==> config.mk <==
export PLATFORM = sky130hd
export DESIGN_NAME = tree_traversal_ctrl
export DESIGN_NICKNAME = d
export VERILOG_FILES = /design/src/rtl/tree_traversal_ctrl.sv
export SDC_FILE = /design/constraint.sdc
export NUM_CORES = 1
export LEC_CHECK = 0
export BUFFER_PORTS_ARGS = -buffer_cell sky130_fd_sc_hd__buf_2
export CORE_MARGIN = 2
export CORE_UTILIZATION = 30
export CTS_CLUSTER_DIAMETER = 80
export CTS_CLUSTER_SIZE = 10
export DETAILED_ROUTE_END_ITERATION = 10
export GPL_TIMING_DRIVEN = 0
export PLACE_DENSITY = 0.55
export SLEW_MARGIN = 20
export SYNTH_ARGS = -nofsm -noshare
export SYNTH_HDL_FRONTEND = slang
export SYNTH_SLANG_ARGS = --single-unit
==> constraint.sdc <==
create_clock -name clk -period 5.2 [get_ports clk]
set_clock_uncertainty 0.1 [all_clocks]
set_input_delay 1.04 -clock clk [delete_from_list [all_inputs] [get_ports clk]]
set_output_delay 1.04 -clock clk [all_outputs]
set_load 0.02 [all_outputs]
==> src/rtl/tree_traversal_ctrl.sv <==
`default_nettype none
// ============================================================================
//  Module   : tree_traversal_ctrl
//  Purpose  : Walks a decision tree held in a single-port node memory
//             (64-bit node words, 1-cycle registered read). It latches a
//             feature vector on start, descends from the root node and
//             reports the class of the leaf it reaches. A malformed tree is
//             flagged as a fault: a child pointer out of range, or a walk
//             that reaches MAX_DEPTH nodes without finding a leaf.
//  Ports    : clk, rst_n          - clock (rising edge), async active-low reset
//             start, features     - inference request, 8 x FEAT_W feature vector
//             mem_addr, mem_data  - node address out (registered), node word in
//             busy, done          - walk in progress, one-cycle completion pulse
//             class_out, error    - leaf class, fault flag (held until next start)
//             depth               - nodes visited in the last inference
//  Options  : TREE_NODE_CHECK_EN  - when defined, compares each node's node_id
//                                   field with the address that fetched it
//  Revision : 1.0 - initial release
// ============================================================================
module tree_traversal_ctrl #(
  parameter int NUM_NODES = 173,
  parameter int ROOT_ADDR = 0,
  parameter int MAX_DEPTH = 32,
  parameter int FEAT_W    = 27
) (
  input  logic                clk,
  input  logic                rst_n,
  input  logic                start,
  input  logic [8*FEAT_W-1:0] features,
  output logic [7:0]          mem_addr,
  input  logic [63:0]         mem_data,
  output logic                busy,
  output logic                done,
  output logic [7:0]          class_out,
  output logic                error,
  output logic [5:0]          depth
);

  localparam logic [7:0] c_root_addr  = 8'(ROOT_ADDR);
  localparam logic [8:0] c_node_limit = 9'(NUM_NODES);
  localparam logic [6:0] c_max_depth  = 7'(MAX_DEPTH);

  typedef enum logic [1:0] {
    S_IDLE = 2'd0,
    S_WAIT = 2'd1,
    S_EVAL = 2'd2,
    S_DONE = 2'd3
  } state_t;

  state_t              r_state, w_state_nxt;
  logic [8*FEAT_W-1:0] r_feat, w_feat_nxt;
  logic [7:0]          w_addr_nxt;
  logic [7:0]          w_class_nxt;
  logic                w_error_nxt;
  logic [5:0]          w_depth_nxt;

  // Node word fields
  logic [2:0]        w_fid;
  logic [FEAT_W-1:0] w_thr;
  logic [7:0]        w_right;
  logic [7:0]        w_left;
  logic [7:0]        w_type;
  logic              w_leaf;
  logic [FEAT_W-1:0] w_feat_sel;
  logic [7:0]        w_child;
  logic [6:0]        w_depth_inc;
  logic              w_id_mismatch;

  assign w_fid   = mem_data[55:53];
  assign w_thr   = mem_data[52:26];
  assign w_right = mem_data[25:18];
  assign w_left  = mem_data[17:10];
  assign w_type  = mem_data[9:2];

  // A node with no children is a leaf even if its type byte says otherwise.
  assign w_leaf = (w_type == 8'h01) || ((w_left == 8'h00) && (w_right == 8'h00));

`ifdef TREE_NODE_CHECK_EN
  // mem_addr is stable from WAIT through EVAL, so it is still the address
  // that fetched the word now on mem_data.
  assign w_id_mismatch = (mem_data[63:56] != mem_addr);
  logic unused_node_bits;
  assign unused_node_bits = ^mem_data[1:0];
`else
  assign w_id_mismatch = 1'b0;
  logic unused_node_bits;
  assign unused_node_bits = ^{mem_data[63:56], mem_data[1:0]};
`endif

  // Select the latched feature named by the node
  always_comb begin
    w_feat_sel = '0;
    for (int f = 0; f < 8; f++) begin
      if (w_fid == 3'(f)) begin
        w_feat_sel = r_feat[f*FEAT_W +: FEAT_W];
      end
    end
  end

  assign w_child     = (w_feat_sel <= w_thr) ? w_left : w_right;
  assign w_depth_inc = {1'b0, depth} + 7'd1;

  assign busy = (r_state != S_IDLE);
  assign done = (r_state == S_DONE);

  always_ff @(posedge clk or negedge rst_n) begin
    if (!rst_n) begin
      r_state   <= S_IDLE;
      r_feat    <= '0;
      mem_addr  <= 8'h00;
      class_out <= 8'h00;
      error     <= 1'b0;
      depth     <= 6'd0;
    end else begin
      r_state   <= w_state_nxt;
      r_feat    <= w_feat_nxt;
      mem_addr  <= w_addr_nxt;
      class_out <= w_class_nxt;
      error     <= w_error_nxt;
      depth     <= w_depth_nxt;
    end
  end

  always_comb begin
    w_state_nxt = r_state;
    w_feat_nxt  = r_feat;
    w_addr_nxt  = mem_addr;
    w_class_nxt = class_out;
    w_error_nxt = error;
    w_depth_nxt = depth;
    case (r_state)
      S_IDLE: begin
        if (start) begin
          w_feat_nxt  = features;
          w_addr_nxt  = c_root_addr;
          w_depth_nxt = 6'd0;
          w_error_nxt = 1'b0;
          w_state_nxt = S_WAIT;
        end
      end
      S_WAIT: begin
        w_state_nxt = S_EVAL;
      end
      S_EVAL: begin
        // The visited count grows on every evaluated node, faulty or not.
        w_depth_nxt = w_depth_inc[5:0];
        w_state_nxt = S_DONE;
        if (w_leaf) begin
          w_class_nxt = w_thr[7:0];
        end else if (w_id_mismatch) begin
          w_error_nxt = 1'b1;
        end else if (w_depth_inc == c_max_depth) begin
          w_error_nxt = 1'b1;
        end else if ({1'b0, w_child} >= c_node_limit) begin
          w_error_nxt = 1'b1;
        end else begin
          w_addr_nxt  = w_child;
          w_state_nxt = S_WAIT;
        end
      end
      S_DONE: begin
        w_state_nxt = S_IDLE;
      end
      default: begin
        w_state_nxt = S_IDLE;
      end
    endcase
  end

endmodule
`default_nettype wire
==> results of run 1 <==
## power groups by stage
stage	registers, mW	logic (mW)	clock network (mW)
after floorplan	3.15	2.01	0
after global routing	3.36	3.05	1.93
after detailed placement	3.28	2.83	0
after global placement	3.24	2.76	0
after CTS	3.25	2.84	1.86
final	3.25	2.79	1.80
## through the flow
stage               TNS, ns  setup WS (ns)  util, %
floorplan                 0         0.2051        -
global placement    -403.03         -1.683    35.87
detailed placement   -6.863        -0.7778    36.11
CTS                       0        0.05722    38.14
global route              0        0.05529    38.19
finish                    0         0.3746    38.21
## sequential cells by signal, indices dropped and copies added (netlist names)
| signal | count |
|---|---|
| class_out | 8 |
| depth | 6 |
| error | 1 |
| mem_addr | 8 |
| r_feat | 216 |
| r_state | 2 |
## layer usage
layer	vias up	global-route usage, %	routed length [um]
met5	-	0	78
met4	12	5.016	949
met3	64	4.325	2245
met2	254	30.38	17560
met1	4187	25.17	17080
li1	3863	-	-
## worst max-delay path, delay by kind of cell
family / cells / cell delay, ns
muxes: 1 / 0.41
and+or+nand+nor: 6 / 1.57
adders and majority gates: 1 / 0.30
buffers and inverters: 4 / 1.39
AOI/OAI and AO/OA: 2 / 0.47
## cell families (layout without fill, tap and decap cells)
logic type,after synthesis,count (layout)
xor gates and xnor gates,2,2
muxes,272,272
adders and majority gates,29,29
other,0,9
buffers and inverters,95,426
DFF,241,241
and+or+nand+nor,144,144
AOI/OAI and AO/OA,100,100
## cells in the mapped netlist (5+ instances only)
master	count	area (um2)
mux2i_1	15	150.1
o32ai_2	8	130.1
a21oi_1	14	70.07
nand4_1	5	31.28
a21o_1	5	37.54
o221ai_1	7	61.31
mux2_2	217	2444
a22o_1	14	122.6
buf_1	5	18.77
ha_1	29	362.9
o21ai_0	29	145.1
nor4_1	5	31.28
nor2_1	21	78.83
clkbuf_1	43	161.4
dfrtp_1	241	6031
mux4_2	40	900.9
nand2_1	82	307.8
inv_1	44	165.2
## worst min path at each step
stage	from	endpoint	slack (ns)	depth (start not counted)
4_1_cts	rst_n	r_feat[206]	0.28	1
3_5_place_dp	class_out[4]	class_out[4]	0.39	1
5_1_grt	rst_n	r_feat[206]	0.30	1
6_report	rst_n	r_feat[206]	0.29	1
3_3_place_gp	r_feat[185]	r_feat[185]	0.38	1
2_1_floorplan	r_feat[163]	r_feat[163]	0.38	1
## layout make-up
cell class | instances | area [um2] | share of cell area (%)
antenna | 9 | 22.52 | 0.1529
buffer | 51 | 216.5 | 1.469
clock buffer | 30 | 739.5 | 5.019
multi-input combinational | 547 | 5303 | 35.99
sequential | 241 | 6031 | 40.93
timing repair buffer | 299 | 1574 | 10.68
tap | 518 | 648.1 | 4.399
clock inverter | 2 | 35.03 | 0.2378
inverter | 44 | 165.2 | 1.121
## timing repair
action	in CTS	in global routing
gates resized for setup	4	5
hold buffers	0	0
cloned	0	0
setup endpoints to repair	8	8
==> flow_summary_export.csv, run 1 <==
group,metric,value,unit
layout,fin_cells,1741,
timing,rsz0062_at_grt,"false",
global_route,grt_max_degree,73,
route,wirelength,37910,um
setup_path,rr_startpoint,"r_feat[76]",
timing,whs,0.2851,ns
placement,place_area,13920,um2
global_route,grt_pass1_wl,56570,um
route,wl_per_cell,21.78,um
synth,synth-compound-area-share,6.588,%
layout,fillCellCount,3837,
route,routed_via_density,4.813,
clock_network,cts_buffers,28,
setup_path,end_kind,"flip-flop",
clock_network,clk_latency,0.56,ns
timing,period_share,92.80,%
pwr,powerDensity,531.3,nW/um2
setup_path,r2r-end,"mem_addr[2]",
layout,mostFrequentLayoutCells,"buf_2 (296), dfrtp_1 (241), mux2_2 (217)",
setup_path,crit_start,"mem_data[54]",
layout,final_area,14730,um2
synth,ys_ff_latch,241,
setup_path,path_class,"primary input to flip-flop",
setup_path,crit_top_cell,"nand2_1",
route,postRouteAntennaNets,0,
global_route,groute.usage.overall,18.71,%
synth,synth.yosys.seq_area_share,51.55,%
synth,synth_area_per_cell,13.25,um2
pwr,pwr-share-clk,22.9,%
synth,synth_mux_area_share,29.87,%
layout,area_growth,25.93,%
setup_path,critical_path.endpoint,"mem_addr[2]",
timing,finalSetupViolCount,0,
clock_network,cts.sinks,241,
clock_network,path_clk_slew,0.06,ns
route,drt_iter0_markers,260,
setup_path,path_cells,"buf_2, clkbuf_1, clkbuf_1, mux4_2, nand2_1, nand2_1, ha_1, nand2_1, or4_4, or3_4, a31o_1, or3_1, buf_6, o32ai_2",
placement,gp_congestion,0.8166,
placement,dpl.hpwl,29150,um
timing,fmax,207.2,MHz
synth,netlist_area,11700,um2
pwr,swShare,31.73,%
setup_path,startpoint_type,"primary input",
synth,yosys.area_share.simple,5.614,%
synth,yosys.area_share.adder,3.101,%
setup_path,critPathMaxStageDelay,0.65,ns
timing,drv_slew,0,
pwr,intPower,5.345,mW
clock_network,htree_levels,1,
job,maxCapViolCount,0,
layout,fin_nets,1524,
timing,tightest_slew,1.038,ns
synth,synthArstFlopShare,100.0,%
min_path,min_path_type,"primary input to async pin",
setup_path,critical_path.max_fanout,10,
floorplan,dieWidth,201.5,um
run_status,status,"complete, no violations",
pwr,seqPwrFrac,41.5,%
clock_network,clk_path_buf_depth,3,
pwr,p_total,7.828,mW
floorplan,io_pins,308,
placement,port_buffers,296,
setup_path,required,5.56,ns
synth,synth_edf_count,0,
setup_path,rrSetupSlack,1.19,ns
pwr,comb_power_share,35.6,%
layout,final_common_cell,"buf_2",
global_route,antenna_found_initial,14,
synth,syn_nets,1195,
global_route,grt.overflow.total,0,
floorplan,initial_core_util,30.34,%
setup_path,crit_arrival,5.18,ns
floorplan,chipHeight,201.5,um
global_route,grt_pass1_vias,9141,
synth,ys_types,51,
synth,synth-main-ff-cell,"dfrtp_1",
placement,dp_cells,1700,
pwr,leakagePower,6.794,nW
clock_network,postCtsSetupRepairBufs,0,
timing,hold_violations,0,
setup_path,crit_path_top_delay_cell,"clkbuf_1",
clock_network,cts-root-buf,"clkbuf_16",
setup_path,reg2regPathDepth,14,
timing,max_slew_margin,30.82,%
synth,syn_inst,883,
floorplan,dieArea,40600,um2
layout,drive_gt1_share,50.41,%
route,dr.pass1.iters,6,
timing,period_needed,4.825,ns
synth,synthXorXnorAreaFrac,0.1497,%
pwr,ir_worst_vdd,0.2549,mV
floorplan,coreArea,38560,um2
route,via_count,8380,
clock_network,cts_tree,"yes",
pwr,netSwitchingPower,2.484,mW
synth,synth_top_family_by_area,"multiplexers",
synth,yosysWarnings,0,
route,drc_errors,0,
floorplan,num_rows,72,
Note: power is estimated with default switching activity, not from simulation.
==> run 2, diff against run 1 <==
clock period = 4.7 ns   (was 5.2 ns; I/O delays follow)
==> flow_summary_export.csv, run 2 (synthesis results as in run 1) <==
group,metric,value,unit
setup_path,critical_path.max_fanout,10,
clock_network,htree_levels,1,
layout,final_common_cell,"buf_2",
layout,mostFrequentLayoutCells,"buf_2 (298), dfrtp_1 (241), mux2_2 (217)",
layout,reg_top3,"r_feat x216, class_out x8, mem_addr x8",
route,wl_per_cell,21.62,um
placement,dpl.hpwl,29180,um
floorplan,dieWidth,201.5,um
run_status,status,"complete, no violations",
placement,place_area,13900,um2
min_path,min_path_type,"primary input to async pin",
timing,drv_slew,0,
global_route,grt_pass1_wl,56140,um
placement,place_ws,-1.161,ns
timing,rsz0062_at_grt,"false",
setup_path,rrSetupSlack,0.77,ns
route,via_count,8368,
floorplan,dieArea,40600,um2
setup_path,reg2regPathDepth,14,
timing,max_slew_margin,29.23,%
setup_path,required,5.06,ns
clock_network,clk_latency,0.57,ns
layout,fin_nets,1523,
floorplan,coreArea,38560,um2
route,dr.pass1.iters,6,
setup_path,end_kind,"flip-flop",
placement,gp_congestion,0.8246,
clock_network,cts_tree,"yes",
route,wirelength,37540,um
layout,area_growth,25.66,%
layout,final_area,14700,um2
setup_path,r2r-end,"mem_addr[5]",
setup_path,rr_startpoint,"r_feat[22]",
pwr,ir_worst_vdd,0.2744,mV
placement,port_buffers,296,
setup_path,path_class,"primary input to flip-flop",
floorplan,initial_core_util,30.34,%
clock_network,cts.sinks,241,
timing,period_needed,4.502,ns
layout,drive_gt1_share,50.58,%
floorplan,chipHeight,201.5,um
global_route,antenna_found_initial,13,
timing,fin_setup_tns,0,ns
global_route,grt_max_degree,93,
global_route,grt_pass1_vias,8807,
setup_path,crit_arrival,4.86,ns
timing,hold_violations,0,
timing,tightest_slew,1.062,ns
route,routed_via_density,4.820,
placement,dp_cells,1699,
floorplan,num_rows,72,
global_route,groute.usage.overall,18.65,%
layout,regMostFlops,"r_feat",
layout,fin_cells,1736,
pwr,leakagePower,6.784,nW
clock_network,clk_path_buf_depth,3,
timing,fmax,222.1,MHz
timing,period_share,95.79,%
clock_network,cts_buffers,28,
layout,fillCellCount,3895,
timing,fin_ws,0.1979,ns
clock_network,path_clk_slew,0.06,ns
route,drc_errors,0,
layout,postLayoutCoreUtil,38.13,%
route,postRouteAntennaNets,0,
job,maxCapViolCount,0,
clock_network,hold_buffers,0,
pwr,powerDensity,584.0,nW/um2
layout,largest_reg_flops,216,
route,drt_iter0_markers,285,
global_route,grt.overflow.total,0,
clock_network,cts-root-buf,"clkbuf_16",
setup_path,startpoint_type,"primary input",
timing,finalSetupViolCount,0,
floorplan,io_pins,308,
## run 2: repair_timing
| item | in CTS | in global routing |
|---|---|---|
| endpoints found under the hold margin | 0 | 0 |
| setup endpoints to repair | 10 | 8 |
| resized for setup | 6 | 14 |
| setup buffers | 0 | 0 |
## run 2: worst max path at each step
stage | start | cells after the start | to
5_1_grt | mem_data[53] | 14 | mem_addr[0]
6_report | mem_data[53] | 14 | mem_addr[5]
3_3_place_gp | rst_n | 1 | r_feat[59]
4_1_cts | mem_data[53] | 14 | mem_addr[5]
2_1_floorplan | mem_data[54] | 14 | mem_addr[0]
3_5_place_dp | mem_data[54] | 15 | mem_addr[5]
## run 2: area by class of cell
class	count	area, um2	area share, %
clock inverters	2	38.79	0.2638
clock buffers	29	704.4	4.791
plain buffers	51	237.7	1.617
diodes	6	15.01	0.1021
flip-flops and latches	241	6031	41.02
well taps	518	648.1	4.409
inverters	44	165.2	1.123
multi-input cells	547	5315	36.15
repair buffers	298	1546	10.52
## run 2: worst max-delay path, stage by stage
cell,delay (ns)
buf_2,0.30
buf_6,0.29
mux4_2,0.54
nand2_1,0.08
nand2_1,0.08
ha_1,0.30
and3_1,0.24
nand3_1,0.13
or4_4,0.60
or3_4,0.42
a31o_1,0.22
or3_1,0.32
buf_6,0.16
o32ai_2,0.24
## run 2: per-stage QoR
step	hold slack, ns	total power, mW
final	0.2615	8.586
after global routing	0.2926	9.158
after CTS	0.2653	8.702
after detailed placement	0.3905	6.768
after global placement	0.3850	6.659
after floorplan	0.3752	5.706
## run 2: routing by layer
layer	share of wire (%)	routed length [um]	vias to the layer above	GRT usage [%]
li1	-	-	3857	-
met1	45	17070	4208	25.68
met2	46	17440	232	29.93
met3	5.7	2130	57	4.082
met4	2.1	802	14	4.596
met5	0.25	95	-	0
## run 2: power by group
part | switching [mW] | internal (mW) | leakage (nW) | total (mW)
clock | 0.848 | 1.05 | 0.362 | 1.90
sequential | 0.505 | 3.08 | 2.88 | 3.59
combinational | 1.41 | 1.69 | 3.54 | 3.10
